[config.mk]
export PLATFORM = sky130hd
export DESIGN_NAME = fetch_unit
export DESIGN_NICKNAME = d
export VERILOG_FILES = /design/src/rtl/riscv_pkg.sv /design/src/rtl/fetch_fifo.sv /design/src/rtl/fetch_unit.sv
export SDC_FILE = /design/constraint.sdc
export NUM_CORES = 1
export LEC_CHECK = 0
export ABC_AREA = 1
export BUFFER_PORTS_ARGS = -buffer_cell sky130_fd_sc_hd__buf_2
export CAP_MARGIN = 10
export CORE_MARGIN = 3
export CORE_UTILIZATION = 63
export DETAILED_ROUTE_END_ITERATION = 8
export HOLD_SLACK_MARGIN = 0.1
export PLACE_DENSITY = 0.94
export SYNTH_ARGS = -nofsm -noshare
export SYNTH_HDL_FRONTEND = slang
export SYNTH_SLANG_ARGS = --single-unit
[constraint.sdc]
create_clock -name clk -period 8.4 [get_ports clk]
set_input_delay 1.68 -clock clk [delete_from_list [all_inputs] [get_ports clk]]
set_output_delay 1.68 -clock clk [all_outputs]
set_load 0.05 [all_outputs]
[src/rtl/riscv_pkg.sv]
// Shared fetch-path types and constants: architectural widths, PC step and the
// {pc, instr} entry carried through the fetch buffer.
package riscv_pkg;

  localparam int XLEN = 32;
  localparam int ILEN = 32;
  localparam logic [XLEN-1:0] PC_STEP   = 32'd4;
  localparam logic [ILEN-1:0] NOP_INSTR = 32'h0000_0013;

  typedef struct packed {
    logic [XLEN-1:0] pc;
    logic [ILEN-1:0] instr;
  } fetch_entry_t;

  function automatic logic [XLEN-1:0] align_pc(input logic [XLEN-1:0] pc);
    return pc & ~32'd3;
  endfunction

endpackage

[src/rtl/fetch_fifo.sv]
// Fetch buffer: power-of-two ring of {pc, instr} entries with a registered head,
// synchronous flush and simultaneous push/pop at any occupancy.
module fetch_fifo
  import riscv_pkg::*;
#(
  parameter int DEPTH = 2
) (
  input  logic                   clk,
  input  logic                   rst,
  input  logic                   push,
  input  logic                   pop,
  input  logic                   flush,
  input  fetch_entry_t           wdata,
  output fetch_entry_t           head,
  output logic [$clog2(DEPTH):0] count,
  output logic                   full,
  output logic                   empty
);

  localparam int PW = $clog2(DEPTH);
  localparam int CW = PW + 1;
  localparam logic [CW-1:0] FULL_CNT = CW'(DEPTH);

  fetch_entry_t  mem_q [DEPTH];
  fetch_entry_t  head_q, head_d;
  logic [PW-1:0] rd_ptr_q, rd_ptr_d;
  logic [PW-1:0] wr_ptr_q, wr_ptr_d;
  logic [CW-1:0] count_q, count_d;
  logic          wr_en;

  assign wr_en = push & ~flush;

  // The head register is loaded with whatever entry will sit at the read
  // pointer after this cycle; the bypass covers a push into an emptying buffer.
  always_comb begin
    rd_ptr_d = rd_ptr_q;
    wr_ptr_d = wr_ptr_q;
    count_d  = count_q;
    head_d   = head_q;
    if (flush) begin
      rd_ptr_d = '0;
      wr_ptr_d = '0;
      count_d  = '0;
    end else begin
      if (pop)  rd_ptr_d = rd_ptr_q + 1'b1;
      if (push) wr_ptr_d = wr_ptr_q + 1'b1;
      count_d = count_q + {{PW{1'b0}}, push} - {{PW{1'b0}}, pop};
      if (push && (count_q == {{PW{1'b0}}, pop})) head_d = wdata;
      else                                        head_d = mem_q[rd_ptr_d];
    end
  end

  always_ff @(posedge clk or negedge rst) begin
    if (!rst) begin
      rd_ptr_q <= '0;
      wr_ptr_q <= '0;
      count_q  <= '0;
      head_q   <= '0;
      for (int i = 0; i < DEPTH; i++) mem_q[i] <= '0;
    end else begin
      rd_ptr_q <= rd_ptr_d;
      wr_ptr_q <= wr_ptr_d;
      count_q  <= count_d;
      head_q   <= head_d;
      if (wr_en) mem_q[wr_ptr_q] <= wdata;
    end
  end

  assign head  = head_q;
  assign count = count_q;
  assign full  = (count_q == FULL_CNT);
  assign empty = (count_q == '0);

endmodule

[src/rtl/fetch_unit.sv]
// Instruction fetch: PC, credit-based issue to a 1-cycle imem, redirect flush.
// Optional misaligned-redirect trap enabled by defining FETCH_MISALIGN_TRAP_EN.
module fetch_unit
  import riscv_pkg::*;
#(
  parameter logic [XLEN-1:0] RESET_PC   = 32'h0000_0000,
  parameter int              FIFO_DEPTH = 2
) (
  input  logic            clk,
  input  logic            rst,
  output logic            imem_req,
  output logic [XLEN-1:0] imem_addr,
  input  logic [ILEN-1:0] imem_rdata,
  input  logic            redirect_valid,
  input  logic [XLEN-1:0] redirect_pc,
  output logic            instr_valid,
  input  logic            instr_ready,
  output logic [ILEN-1:0] instr,
  output logic [XLEN-1:0] instr_pc,
  output logic            fetch_fault
);

  localparam int CW = $clog2(FIFO_DEPTH) + 1;
  localparam logic [CW:0] DEPTH_CNT = (CW+1)'(FIFO_DEPTH);

  logic [XLEN-1:0] pc_fetch_q, pc_fetch_d;
  logic [XLEN-1:0] inflight_pc_q, inflight_pc_d;
  logic            inflight_q, inflight_d;
  logic            fault_hold;
  logic            pop, push, issue, credit_ok, full, empty;
  logic [CW-1:0]   count;
  logic [CW:0]     occ;
  fetch_entry_t    push_entry, head;

`ifdef FETCH_MISALIGN_TRAP_EN
  logic fault_q;

  always_ff @(posedge clk or negedge rst) begin
    if (!rst)                fault_q <= 1'b0;
    else if (redirect_valid) fault_q <= |redirect_pc[1:0];
  end

  assign fault_hold  = fault_q;
  assign fetch_fault = fault_q;
`else
  assign fault_hold  = 1'b0;
  assign fetch_fault = 1'b0;
`endif

  assign pop  = instr_valid & instr_ready;
  assign push = inflight_q & ~redirect_valid;

  // Credits = buffered words plus the read in flight, net of this cycle's pop.
  // A full buffer can never coexist with an in-flight read, so only a pop frees it.
  assign occ       = {1'b0, count} + {{CW{1'b0}}, inflight_q} - {{CW{1'b0}}, pop};
  assign credit_ok = full ? (pop & ~inflight_q) : (occ < DEPTH_CNT);
  assign issue     = rst & ~redirect_valid & ~fault_hold & credit_ok;

  always_comb begin
    pc_fetch_d    = pc_fetch_q;
    inflight_pc_d = inflight_pc_q;
    inflight_d    = 1'b0;
    if (redirect_valid) begin
      pc_fetch_d = align_pc(redirect_pc);
    end else if (issue) begin
      pc_fetch_d    = pc_fetch_q + PC_STEP;
      inflight_pc_d = pc_fetch_q;
      inflight_d    = 1'b1;
    end
  end

  always_ff @(posedge clk or negedge rst) begin
    if (!rst) begin
      pc_fetch_q    <= RESET_PC;
      inflight_pc_q <= '0;
      inflight_q    <= 1'b0;
    end else begin
      pc_fetch_q    <= pc_fetch_d;
      inflight_pc_q <= inflight_pc_d;
      inflight_q    <= inflight_d;
    end
  end

  assign push_entry = '{pc: inflight_pc_q, instr: imem_rdata};

  fetch_fifo #(
    .DEPTH (FIFO_DEPTH)
  ) u_fifo (
    .clk   (clk),
    .rst   (rst),
    .push  (push),
    .pop   (pop),
    .flush (redirect_valid),
    .wdata (push_entry),
    .head  (head),
    .count (count),
    .full  (full),
    .empty (empty)
  );

  assign imem_req    = issue;
  assign imem_addr   = pc_fetch_q;
  assign instr_valid = ~empty;
  assign instr       = head.instr;
  assign instr_pc    = head.pc;

endmodule

; Yosys cells after proc, flatten, opt, wreduce, memory -nomap -nowiden
; Cells that the tools add are included.
; W data, S select, Z words.
[classes]
n_addsub = 7
order_cmp = 4
n_eq_ne = 2
muxes = 18
bitwise = 11
reduce_logical = 6
[ops]
columns = op, count
row1 = $mux W64, 5
row2 = $bwmux W128, 1
row3 = $demux W64 S1, 1
row4 = $mux W32, 2
row5 = $add A32 B3 Y32 const B, 1
row6 = $mux W1, 8
row7 = $and A1 B1 Y1, 6
row8 = $ge A2 B2 Y1 const B, 2
row9 = $not A1 Y2, 2
row10 = $reduce_bool A2 Y1, 2
row11 = $add A2 B1 Y3, 1
row12 = $lt A3 B2 Y1 const B, 1
row13 = $not A1 Y1, 3
row14 = $sub A3 B1 Y3, 1
row15 = $add A1 B1 Y1 const B, 2
row16 = $add A2 B1 Y2, 1
row17 = $eq A2 B1 Y1, 1
row18 = $eq A2 B2 Y1 const B, 1
row19 = $logic_and A1 B1 Y1, 2
row20 = $logic_not A2 Y1, 1
row21 = $lt A2 B1 Y1 const B, 1
row22 = $mux W2, 1
row23 = $reduce_and A2 Y1, 1
row24 = $sub A2 B1 Y2, 1
[totals]
reg_bits = 261
out_inout_bits = 99
word_cells = 60

; Depth between registers and ports, before layout
[logic_depth]
depth_word = 10
mapped_depth = 18

; Hierarchy
; A second synthesis with hierarchy kept.
[hier_totals]
hier_cells = 1578
hier_area_um2 = 12523.3
[modules_own_cells]
columns = mod, n_inst, cells_each, area_per_inst_um2, seq_area_each_um2
row1 = fetch_fifo, 1, 1075, 9064.9, 4904.7
row2 = fetch_unit, 1, 503, 3458.3, 1526.5

; Worst setup path before layout
; OpenSTA, ideal clock, no wires.
[synth_timing]
path_type = in2out
from = input instr_ready
to = output imem_req
arrival_ps = 3253
t_required_ps = 6720
path_slack_ps = 3467
stages = 12
path_cell_list = nand2_2 -> inv_1 -> ha_1 -> inv_1 -> nand2_1 -> fa_1 -> inv_1 -> nor2_1 -> nor2_4 -> nand2_2 -> nor2_4 -> buf_4
[synth_via]
elab_chain_cells = 5
elab_cells_between_ends = 6
cone_classes = 1 x add/sub / 1 x order compare / 1 x mux / 3 x bitwise
[synth_lines]
columns = item, line_no
row1 = from (decl), fetch_unit.sv:17  ; input logic instr_ready,
row2 = $and A1 B1 Y1 (*), fetch_unit.sv:50  ; assign pop = instr_valid & instr_ready;
row3 = $sub A3 B1 Y3, fetch_unit.sv:55  ; assign occ = {1'b0, count} + {{CW{1'b0}}, inflight_q} - {{CW{1'b0}}, pop};
row4 = $lt A3 B2 Y1, fetch_unit.sv:56  ; assign credit_ok = full ? (pop & ~inflight_q) : (occ < DEPTH_CNT);
row5 = $mux W1 (*), fetch_unit.sv:56
row6 = $and A1 B1 Y1 (*), fetch_unit.sv:57  ; assign issue = rst & ~redirect_valid & ~fault_hold & credit_ok;
row7 = to (decl), fetch_unit.sv:11  ; output logic imem_req,
; Mark *: on every way between the ends. The rest lies on a longest branch, timed or not.

; Final worst setup path
; Same ends and word-level chain as after synthesis.

==> run summary <==
HOLD PATH
----------------------------------------------------------------------------
Terminating pin of the worst hold path ........................ u_fifo.mem_q[125]$_DFFE_PN0P_
Hold wc startpoint ............................................ u_fifo.mem_q[125]$_DFFE_PN0P_
Depth of the worst hold-timing path ...........................            2
Hold/Removal Path Class .......................................   reg -> reg

STA
----------------------------------------------------------------------------
Fin Clk Skew ..................................................    0.0234 ns
Final TNS setup ...............................................         0 ns
Actual slew at the worst max-slew pin .........................      1.26 ns
Worst hold margin .............................................     0.482 ns
Worst rel slew slack ..........................................        0.163
Shortest clock period the worst path allows after layout ......      5.67 ns
Final critical-path setup slack ...............................      2.73 ns
Endpoints failing hold ........................................            0
Fin crit share ................................................        0.675
Final count of pins violating max slew ........................            0
Max Clk Rate ..................................................    0.176 GHz
Finish-stage setup viols ......................................            0
Unrepaired setup endpoints after global routing ...............           no

PWR
----------------------------------------------------------------------------
Leakage dissipation ...........................................      7.42 nW
Net switching component of the power ..........................      2.88 mW
Power share of the combinational group ........................        0.461
Internal power component ......................................      3.26 mW
Flop pwr share ................................................        0.345
Switch share ..................................................        0.470
Total power after layout ......................................      6.14 mW
Worst-case vdd ir drop ........................................   0.000286 V
Pwr dens ......................................................   435 nW/µm²
Clk pwr share .................................................        0.194

DIE
----------------------------------------------------------------------------
Area inside the core boundary .................................   19,100 µm²
Die outline area ..............................................   21,500 µm²
Initial core utilization ......................................        0.653
I/O pin cnt ...................................................          167
Site row count ................................................           50
Die H .........................................................       147 µm
Width of the chip .............................................       147 µm

OUTCOME
----------------------------------------------------------------------------
Result of the run .............................................    completed

CLOCK TREE
----------------------------------------------------------------------------
Inserted Clock Buffers ........................................           27
CTS Root Buffer Type .......................................... sky130_fd_sc_hd__clkbuf_16
CTS-repair resized insts ......................................            0
Buffer levels on the longest clock path .......................            3
Hold-fix buffers at CTS .......................................            0
CTS tree ......................................................         done
Clock network latency to the later pin of the worst-skew pair .      0.53 ns
Post-CTS Setup Bufs ...........................................            0
CTS clock-pin slew for the worst setup and hold paths .........      0.06 ns
Number of sinks on the clock net ..............................          251
H-tree depth reported by CTS ..................................            1

FINISH
----------------------------------------------------------------------------
Final nets ....................................................        1,827
Filler cell count .............................................        1,366
Fraction of layout cells with a size suffix above 1 ...........        0.133
Cell Count, Final, Fillers Out ................................        2,032
Summed area of non-filler cells in the final layout ...........   14,100 µm²
Antenna cell count ............................................            0
Final core utilization ........................................        0.739
Layout overhead on the synthesized area .......................        13.3%

PLACEMENT
----------------------------------------------------------------------------
Half-perimeter wire length after detailed placement ...........      17.7 mm
Global placement routability congestion .......................        0.901
Number of buffers added on ports ..............................          159
Area post-placement ...........................................   13,200 µm²
Post-place setup slack ........................................      2.76 ns
Number of instances in the placed design ......................        1,985

GLOBAL ROUTE
----------------------------------------------------------------------------
Number of global-route vias before repair .....................       10,600
Largest net degree at the start of global routing .............          125
Total global-route track usage ................................        0.274
GRT Residual Overflow .........................................            0
First-pass GRT wire length ....................................      50.0 mm
Antenna violations before repair ..............................            1

DRT
----------------------------------------------------------------------------
Remaining design rule violation count .........................            0
Number of antenna-violating nets in the routed design .........            0
Via density per instance ......................................         5.42
Aggregate routed wire length ..................................      29.4 mm
1st-iter DRT viols ............................................          930
Via total after detailed routing ..............................       11,000
DR WL/cell ....................................................      14.5 µm
Total iterations of the first detailed-routing run ............            7

CRITICAL PATH
----------------------------------------------------------------------------
Critical Path Sink Type ....................................... primary output
Critical path required time ...................................      6.72 ns
Endpoint of the worst-slack reg-to-reg timing path ............ imem_addr[2]$_DFFE_PN0P_
Reg2Reg Setup Slack ...........................................      5.23 ns
Critical path arrival .........................................      3.99 ns
Crit Reg-Reg Startpoint ....................................... u_fifo.count[1]$_DFF_PN0_
Critical path startpoint category .............................    input pin
Number of cells on the worst reg-to-reg path ..................           15
Peak per-stage delay on the critical path .....................      0.39 ns
Cell with the most instances on the worst path ................ sky130_fd_sc_hd__inv_1
Slowest cell on the critical path ............................. sky130_fd_sc_hd__buf_4
Max FO, Critical Path .........................................           41
Classification of the worst setup path ........................    in -> out
Cell-by-cell listing of the critical path ..................... buf_2, nand2_2, inv_1, ha_1, inv_1, nand2_1, fa_1, inv_1, nor2_1, nor2_4, nand2_2, nor2_4, buf_4, buf_2

SYNTH
----------------------------------------------------------------------------
Number of warnings reported in the yosys synthesis log ........            0
Share of synthesized area occupied by flip-flops and latches ..        0.504
Number of storage elements in the synthesis netlist ...........          251
Cell count after synthesis ....................................        1,646
Per-instance average area after synthesis .....................     7.56 µm²
Unique cell type count in the Yosys netlist ...................           28
Netlist area before placement .................................   12,500 µm²

JOB
----------------------------------------------------------------------------
Number of maximum-capacitance violations ......................            0

[cells in the mapped netlist]
library cell                 n  area [µm²]
sky130_fd_sc_hd__buf_4       9        67.6
sky130_fd_sc_hd__nand2_1   383        1440
sky130_fd_sc_hd__nand2_4     2        22.5
sky130_fd_sc_hd__inv_2       4        15.0
sky130_fd_sc_hd__conb_1      1        3.75
sky130_fd_sc_hd__and2_1      3        18.8
sky130_fd_sc_hd__nand2_2     5        31.3
sky130_fd_sc_hd__dfrtp_1   251        6280
sky130_fd_sc_hd__nand3_2     2        20.0
sky130_fd_sc_hd__a21oi_1    64         320
sky130_fd_sc_hd__buf_6       7        78.8
sky130_fd_sc_hd__xnor2_1     2        17.5
sky130_fd_sc_hd__o21ai_1    21         105
sky130_fd_sc_hd__ha_1        4        50.1
sky130_fd_sc_hd__buf_1       6        22.5
sky130_fd_sc_hd__clkbuf_1   35         131
sky130_fd_sc_hd__nor2_4      4        45.0
sky130_fd_sc_hd__buf_2      35         175
sky130_fd_sc_hd__xor2_1      5        43.8
sky130_fd_sc_hd__o21ai_0   203        1020
sky130_fd_sc_hd__fa_1        1        20.0
sky130_fd_sc_hd__nor2_8      1        20.0
sky130_fd_sc_hd__nor2_2      4        25.0
sky130_fd_sc_hd__nor2_1    100         375
sky130_fd_sc_hd__nand3_1   190         951
sky130_fd_sc_hd__inv_1     302        1130
sky130_fd_sc_hd__nand3_4     1        17.5
sky130_fd_sc_hd__or2_2       1        6.26
[routing by layer]
metal	vias to the layer above	GRT usage	wire, µm	part of all wire
met1	5184	0.380	12300	0.42
met5	-	0	20	0.00068
met2	458	0.456	14200	0.48
met4	2	0.0809	682	0.023
met3	64	0.0335	2190	0.074
li1	5304	-	-	-
[final cells by class]
type / instances / area [µm²] / area share
Tap cell: 260 / 325 / 0.0231
Multi-Input combinational cell: 1001 / 4580 / 0.325
Clock inverter: 8 / 103 / 0.00727
Sequential cell: 251 / 6280 / 0.445
Timing Repair Buffer: 167 / 866 / 0.0614
Clock buffer: 39 / 801 / 0.0568
Inverter: 306 / 1150 / 0.0816
[registers in the layout, summed over array words and instances, names as in the netlist]
name and cells:
imem_addr 30, inflight_pc_q 30, inflight_q 1, u_fifo.count 2
u_fifo.head 62, u_fifo.mem_q 124, u_fifo.rd_ptr_q 1, u_fifo.wr_ptr_q 1
[cell families after synthesis]
group,synth area share
adders and majority gates,0.00563
AOI/OAI and AO/OA,0.116
DFF,0.504
xor gates and xnor gates,0.00492
buffers and inverters,0.130
other,0.000301
and+or+nand+nor,0.239
[power groups by stage]
stage	sequential (mW)	clock [mW]	combinational, mW
global route	2.18	1.26	3.14
global placement	2.10	0	2.70
CTS	2.11	1.20	2.84
floorplan	2.81	0	1.48
detailed placement	2.12	0	2.80
finish	2.12	1.19	2.83
[layout by cell type, fill, tap and decap left out, drive strengths merged, types with 39 or more instances in the layout]
master,synthesis,routed
dfrtp,251,251
nand3,193,193
a21oi,64,64
buf,57,167
clkbuf,35,39
o21ai,224,224
nor2,109,109
nand2,390,390
inv,306,307
[worst max-delay path, delay by kind of cell]
family	cells	cell delay, ns
AND/OR/NAND/NOR	6	0.53
adder cells (fa/ha/maj)	2	0.68
buffers and inverters	6	1.10
[how the worst max path moves through the flow]
stage	from	to	slack [ns]
after floorplan	instr_ready	imem_req	3.47
after global placement	instr_ready	imem_req	2.83
after detailed placement	instr_ready	imem_req	2.76
after CTS	instr_ready	imem_req	2.75
after global routing	instr_ready	imem_req	2.59
final	instr_ready	imem_req	2.73
Power figures use the tool's default switching activity.
